==> config.mk <==
export PLATFORM = sky130hd
export DESIGN_NAME = fsk_tx_sequencer_flat
export DESIGN_NICKNAME = d
export VERILOG_FILES = /design/src/rtl/fsk_tx_sequencer_if.sv /design/src/rtl/fsk_tx_sequencer.sv /design/src/flat_wrapper.sv
export SDC_FILE = /design/constraint.sdc
export NUM_CORES = 1
export LEC_CHECK = 0
export CAP_MARGIN = 20
export CORE_MARGIN = 3
export CORE_UTILIZATION = 57
export CTS_BUF_LIST = sky130_fd_sc_hd__clkbuf_4 sky130_fd_sc_hd__clkbuf_8 sky130_fd_sc_hd__clkbuf_16
export DETAILED_ROUTE_END_ITERATION = 10
export PLACE_DENSITY = 0.79
export SETUP_SLACK_MARGIN = 0.2
export SLEW_MARGIN = 20
export SYNTH_ARGS = -nofsm -noshare
export SYNTH_HDL_FRONTEND = slang
export SYNTH_SLANG_ARGS = --single-unit
==> constraint.sdc <==
create_clock -name clk -period 3.35 [get_ports clk]
set_input_delay 0.5025 -clock clk [delete_from_list [all_inputs] [get_ports clk]]
set_output_delay 0.5025 -clock clk [all_outputs]
set_load 0.01 [all_outputs]
==> src/rtl/fsk_tx_sequencer_if.sv <==
// ---------------------------------------------------------------------------
// fsk_tx_sequencer_if
//   Byte handshake between a frame requester and the FSK transmit sequencer.
//
//   data_in    : byte to transmit, sampled on the handshake cycle
//   data_valid : requester has a byte
//   data_ready : sequencer accepts a byte this cycle
//
//   master : the requester (drives data_in / data_valid)
//   slave  : the sequencer (drives data_ready)
// ---------------------------------------------------------------------------
interface fsk_tx_sequencer_if;
    logic [7:0] data_in;
    logic       data_valid;
    logic       data_ready;

    modport master (
        output data_in,
        output data_valid,
        input  data_ready
    );

    modport slave (
        input  data_in,
        input  data_valid,
        output data_ready
    );
endinterface

==> src/rtl/fsk_tx_sequencer.sv <==
// ---------------------------------------------------------------------------
// fsk_tx_sequencer
//   Frame sequencer feeding the mark/space tone chooser. One byte is accepted
//   per frame. Each frame is sent one bit per symbol period, in this order:
//   an alternating preamble (starting with 1), SYNC_WORD MSB first, the
//   captured byte MSB first, and one stop bit (1). The line idles at mark.
//
//   Ports
//     clk        : system clock
//     rst        : asynchronous reset, active-low
//     dif        : byte handshake (data_in / data_valid / data_ready)
//     tone_sel   : 1 = mark, 0 = space; registered, changes only on bit edges
//     sym_start  : one-cycle pulse on the first cycle of every bit
//     busy       : frame in progress
//     frame_done : one-cycle pulse on the cycle the block returns to IDLE
// ---------------------------------------------------------------------------
module fsk_tx_sequencer #(
    parameter int          BIT_CYCLES    = 81920,
    parameter int          PREAMBLE_BITS = 8,
    parameter logic [7:0]  SYNC_WORD     = 8'hD3
) (
    input  logic                 clk,
    input  logic                 rst,
    fsk_tx_sequencer_if.slave    dif,
    output logic                 tone_sel,
    output logic                 sym_start,
    output logic                 busy,
    output logic                 frame_done
);

    localparam logic [16:0] CYC_LAST = 17'(BIT_CYCLES - 1);
    localparam logic [3:0]  PRE_LAST = 4'(PREAMBLE_BITS - 1);

    typedef enum logic [2:0] {
        IDLE = 3'd0,
        PRE  = 3'd1,
        SYNC = 3'd2,
        DATA = 3'd3,
        STOP = 3'd4
    } state_t;

    state_t      state_q, state_d;
    logic [16:0] cyc_cnt_q, cyc_cnt_d;
    logic [3:0]  bit_cnt_q, bit_cnt_d;
    logic [7:0]  shreg_q;

    logic        tone_q, tone_d;
    logic        sym_q, sym_d;
    logic        busy_q, busy_d;
    logic        done_q, done_d;
    logic        ready_q, ready_d;

    logic        hs;
    logic        last_cyc;
    logic        bit_last;

    // data_ready is registered from the next state, so it is low while reset
    // is held and rises on the first clock after release.
    assign hs       = dif.data_valid & ready_q;
    assign last_cyc = (cyc_cnt_q == CYC_LAST);

    always_comb begin
        bit_last = 1'b0;
        case (state_q)
            PRE:       bit_last = (bit_cnt_q == PRE_LAST);
            SYNC, DATA: bit_last = (bit_cnt_q == 4'd7);
            STOP:      bit_last = 1'b1;
            default:   bit_last = 1'b0;
        endcase
    end

    // State register
    always_ff @(posedge clk or negedge rst) begin
        if (!rst) begin
            state_q <= IDLE;
        end else begin
            state_q <= state_d;
        end
    end

    // Next-state logic
    always_comb begin
        state_d = state_q;
        case (state_q)
            IDLE: if (hs)                   state_d = PRE;
            PRE:  if (last_cyc && bit_last) state_d = SYNC;
            SYNC: if (last_cyc && bit_last) state_d = DATA;
            DATA: if (last_cyc && bit_last) state_d = STOP;
            STOP: if (last_cyc)             state_d = IDLE;
            default:                        state_d = IDLE;
        endcase
    end

    // Counters: both held at zero in IDLE, so a handshake always starts the
    // first preamble bit from a clean count.
    always_comb begin
        cyc_cnt_d = 17'd0;
        bit_cnt_d = 4'd0;
        if (state_q != IDLE) begin
            cyc_cnt_d = last_cyc ? 17'd0 : cyc_cnt_q + 17'd1;
            if (!last_cyc) begin
                bit_cnt_d = bit_cnt_q;
            end else if (!bit_last) begin
                bit_cnt_d = bit_cnt_q + 4'd1;
            end
        end
    end

    always_ff @(posedge clk or negedge rst) begin
        if (!rst) begin
            cyc_cnt_q <= 17'd0;
            bit_cnt_q <= 4'd0;
            shreg_q   <= 8'd0;
        end else begin
            cyc_cnt_q <= cyc_cnt_d;
            bit_cnt_q <= bit_cnt_d;
            if (state_q == IDLE && hs) begin
                shreg_q <= dif.data_in;
            end else if (state_q == DATA && last_cyc) begin
                shreg_q <= {shreg_q[6:0], 1'b0};
            end
        end
    end

    // Output logic: every output is the registered version of a value
    // computed from the upcoming state/bit, so all of them are glitch-free.
    always_comb begin
        tone_d  = tone_q;
        sym_d   = 1'b0;
        busy_d  = (state_d != IDLE);
        done_d  = (state_q == STOP) && last_cyc;
        ready_d = (state_d == IDLE);

        if ((state_q == IDLE) ? hs : (last_cyc && state_d != IDLE)) begin
            sym_d = 1'b1;
            case (state_d)
                PRE:     tone_d = ~bit_cnt_d[0];
                SYNC:    tone_d = SYNC_WORD[3'd7 - bit_cnt_d[2:0]];
                // On entry the MSB is still at [7]; afterwards the shift
                // happens on the same edge, so the next bit is at [6].
                DATA:    tone_d = (state_q == SYNC) ? shreg_q[7] : shreg_q[6];
                default: tone_d = 1'b1;
            endcase
        end

        if (state_d == IDLE) begin
            tone_d = 1'b1;
        end
    end

    always_ff @(posedge clk or negedge rst) begin
        if (!rst) begin
            tone_q  <= 1'b1;
            sym_q   <= 1'b0;
            busy_q  <= 1'b0;
            done_q  <= 1'b0;
            ready_q <= 1'b0;
        end else begin
            tone_q  <= tone_d;
            sym_q   <= sym_d;
            busy_q  <= busy_d;
            done_q  <= done_d;
            ready_q <= ready_d;
        end
    end

    assign tone_sel       = tone_q;
    assign sym_start      = sym_q;
    assign busy           = busy_q;
    assign frame_done     = done_q;
    assign dif.data_ready = ready_q;

endmodule
==> src/flat_wrapper.sv <==
// flat-port wrapper written by rule: the top's interface ports become plain ports
module fsk_tx_sequencer_flat 
#(
    parameter int          BIT_CYCLES    = 81920,
    parameter int          PREAMBLE_BITS = 8,
    parameter logic [7:0]  SYNC_WORD     = 8'hD3
)
  (clk, rst, tone_sel, sym_start, busy, frame_done, dif_data_in, dif_data_valid, dif_data_ready);
  fsk_tx_sequencer_if dif_i ();
  input  logic clk;
  input  logic rst;
  output logic tone_sel;
  output logic sym_start;
  output logic busy;
  output logic frame_done;
  input wire logic [$bits(dif_i.data_in)-1:0] dif_data_in;
  input wire logic [$bits(dif_i.data_valid)-1:0] dif_data_valid;
  output wire logic [$bits(dif_i.data_ready)-1:0] dif_data_ready;
  assign dif_i.data_in = dif_data_in;
  assign dif_i.data_valid = dif_data_valid;
  assign dif_data_ready = dif_i.data_ready;
  fsk_tx_sequencer #(.BIT_CYCLES(BIT_CYCLES), .PREAMBLE_BITS(PREAMBLE_BITS), .SYNC_WORD(SYNC_WORD)) u_core (.clk(clk), .rst(rst), .dif(dif_i), .tone_sel(tone_sel), .sym_start(sym_start), .busy(busy), .frame_done(frame_done));
endmodule
==> flow_summary.toml <==
[synthesis]
synthMuxAreaShare_pct = 4.73
ys_seq_elements = 37
synthAdderAreaFrac_pct = 1.31
synth_compound_area_share_pct = 11.3
yosys_warnings = 0
ys_seq_area_share_pct = 48.7
synthSimpleGateAreaFrac_pct = 25.1
syn_avg_cell_area_um2 = 9.77
synth_top_family_by_area = "simple AND/OR/NAND/NOR gates"
netlist_area_mm2 = 0.00191
synth.distinct_cells = 43
syn_nets = 208
syn_inst = 195
synth_xor_area_share_pct = 6.89

[timing]
hold_viol = 0
final.setup_skew_ns = 0.0138
rsz0062_at_grt = "no"
setup_viol = 0
clock.fmax_mhz = 376
period_share_pct = 79.3
worst_slew_pin_slew_ns = 0.697
final-max-slew-violation-count = 0
slew_headroom_pct = 53.0
setup-tns-final_ns = 0
min_period_ns = 2.66

[final_layout]
mostFrequentLayoutCells = "nor2_1, dfrtp_1, a21oi_1, clkdlybuf4s50_1, nand3_1"
syn2layout_area_growth_pct = 14.4
num-fill-cells = 265
drive_gt1_share_pct = 11.5
fin_area_mm2 = 0.00218
finalNetCount = 229
antenna_cells = 0
final_common_cell = "nor2_1"

[detailed_routing]
wire_per_inst_um = 13.9
vias = 1450
firstDrtPassIters = 4
drtAntennaViolNets = 0
drc = 0
drt-total-wl_um = 3630
drt_iter0_markers = 75
viasPerCell = 5.56

[power]
cellPowerDensity_mw_per_mm2 = 449
ir_drop_v = 0.000427
p_leak_nw = 0.996

[floorplan]
die_w_um = 63.8
fp-row-count = 20
dieArea_mm2 = 0.00407
die_h_um = 63.8
initial_core_util_pct = 60.9
io-pin-count = 16
coreArea_mm2 = 0.00313

[worst_setup_path]
start_kind = "register"
worst-setup-path-type = "reg2reg"
critPathCaptureType = "register"
cp.arrival_ns = 2.95
crit_required_ns = 3.65
crit_fanout = 7

[placement]
hpwl_um = 2620
place_congestion = 0.854
place_area_mm2 = 0.00212
portBuffers = 15

[cts]
cts_hold_buf = 0
cts_made_buffers = 5
clk_path_buf_depth = 2
cts_tree = "built"
clkLatencyLatePin_ns = 0.36
cts_setup_buffers = 0
clkSlewWorstSetupHoldPaths_ns = 0.13
clockRootBuffer = "clkbuf_4"
cts_max_level = 2
cts_resized = 0
cts_sinks = 37

[grt]
grt_pass1_vias = 1454
grt_pass1_wl_um = 6640
grtUsageTotal_pct = 21.0
grt_max_degree = 38
antenna_found_initial = 0
gr-total-overflow = 0

[hold_path]
min_path_type = "reg2reg"

[job]
max-cap-violations = 0

[run_status]
status = "completed"
critical path, stage by stage (launching register included):
cell	delay, ns
dfrtp_1	0.45
nand4_2	0.18
or4_4	0.61
nor2_1	0.36
nand3_1	0.16
o211ai_2	0.16
or4b_1	0.44
a32o_1	0.22
final cells by class:
class	count	area (um^2)	share of cell area (%)
Multi-Input combinational cell	148	945	43.3
Sequential cell	37	927	42.5
Timing Repair Buffer	18	173	7.92
Tap cell	44	55.1	2.52
Clock buffer	5	37.5	1.72
Inverter	6	22.5	1.03
Clock inverter	3	21.3	0.975
cells in the mapped netlist (all sizes together):
master   number  area share [%]
nor2         39             7.7
dfrtp        36              47
a21oi        15             3.9
nand3        11             2.9
nand2        10             2.0
mux2i         9             4.7
o21ai         9             2.4
xor2          8             3.7
xnor2         7             3.2
inv           6             1.2
nor2b         5             1.6
clkbuf        4            0.79
nand4         4             2.4
or4           3             1.6
ha            2             1.3
nand2b        2            0.79
nor3b         2            0.79
nor4          2            0.99
o21bai        2            0.79
or2           2            0.66
a211oi        1            0.39
a32o          1            0.53
a41oi         1            0.46
and2          1            0.33
and3          1            0.33
and3b         1            0.46
and4          1            0.46
dfstp         1             1.4
nand4b        1            0.46
nor3          1            0.26
nor4b         1            0.46
o211a         1            0.53
o211ai        1            0.66
o2bb2ai       1            0.79
o41ai         1            0.85
or3b          1            0.46
or4b          1            0.53
report_power, final:
group	switching (W)	internal, W	leakage (nW)
combinational	0.0000775	0.0000838	0.492
sequential	0.0000569	0.000516	0.472
clock	0.000163	0.0000829	0.0316
registers in the layout (all words and copies together), names as in the netlist:
register	count
u_core.sym_start	1
u_core.tone_sel	1
u_core.busy	1
u_core.cyc_cnt_q	17
u_core.shreg_q	8
u_core.frame_done	1
u_core.dif.data_ready	1
u_core.state_q	3
u_core.bit_cnt_q	4
per-layer routing:
| layer | up-vias | GRT usage (%) | wire length [um] |
|---|---|---|---|
| met1 | 700 | 25.8 | 1680 |
| li1 | 724 | - | - |
| met4 | 0 | 8.09 | 52 |
| met3 | 7 | 7.56 | 139 |
| met5 | - | 0 | 0 |
| met2 | 19 | 33.7 | 1760 |
metrics by stage:
step | hold slack, ns | utilization [%] | total power [W] | worst slack (ns) | instances
5_1_grt | 0.497 | 69.7 | 0.00104 | 0.526 | 261
6_report | 0.478 | 69.7 | 0.000980 | 0.693 | 261
2_1_floorplan | 0.207 | - | 0.000678 | 0.882 | 195
4_1_cts | 0.485 | 69.6 | 0.000988 | 0.701 | 261
3_3_place_gp | 0.443 | 67.7 | 0.000730 | 0.783 | 253
3_5_place_dp | 0.468 | 67.7 | 0.000747 | 0.732 | 253
cells by family after synthesis:
kind of cell,Yosys count
flops,37
buf+inv,10
xor+xnor,15
compound gates,33
mux,9
fa+ha+maj,2
simple gates,89
final timing paths:
kind                                        end           startpoint  cells after the start  slack, ns
max                             u_core.tone_sel  u_core.cyc_cnt_q[9]                      7       0.69
min                         u_core.cyc_cnt_q[0]  u_core.cyc_cnt_q[0]                      1       0.48
max reg2reg                     u_core.tone_sel  u_core.cyc_cnt_q[9]                      7       0.69
min reg2reg                 u_core.cyc_cnt_q[0]  u_core.cyc_cnt_q[0]                      1       0.48
max in group asynchronous       u_core.tone_sel                  rst                      2       2.46
min in group asynchronous  u_core.cyc_cnt_q[12]                  rst                      2       0.53
Power figures use the tool's default switching activity.
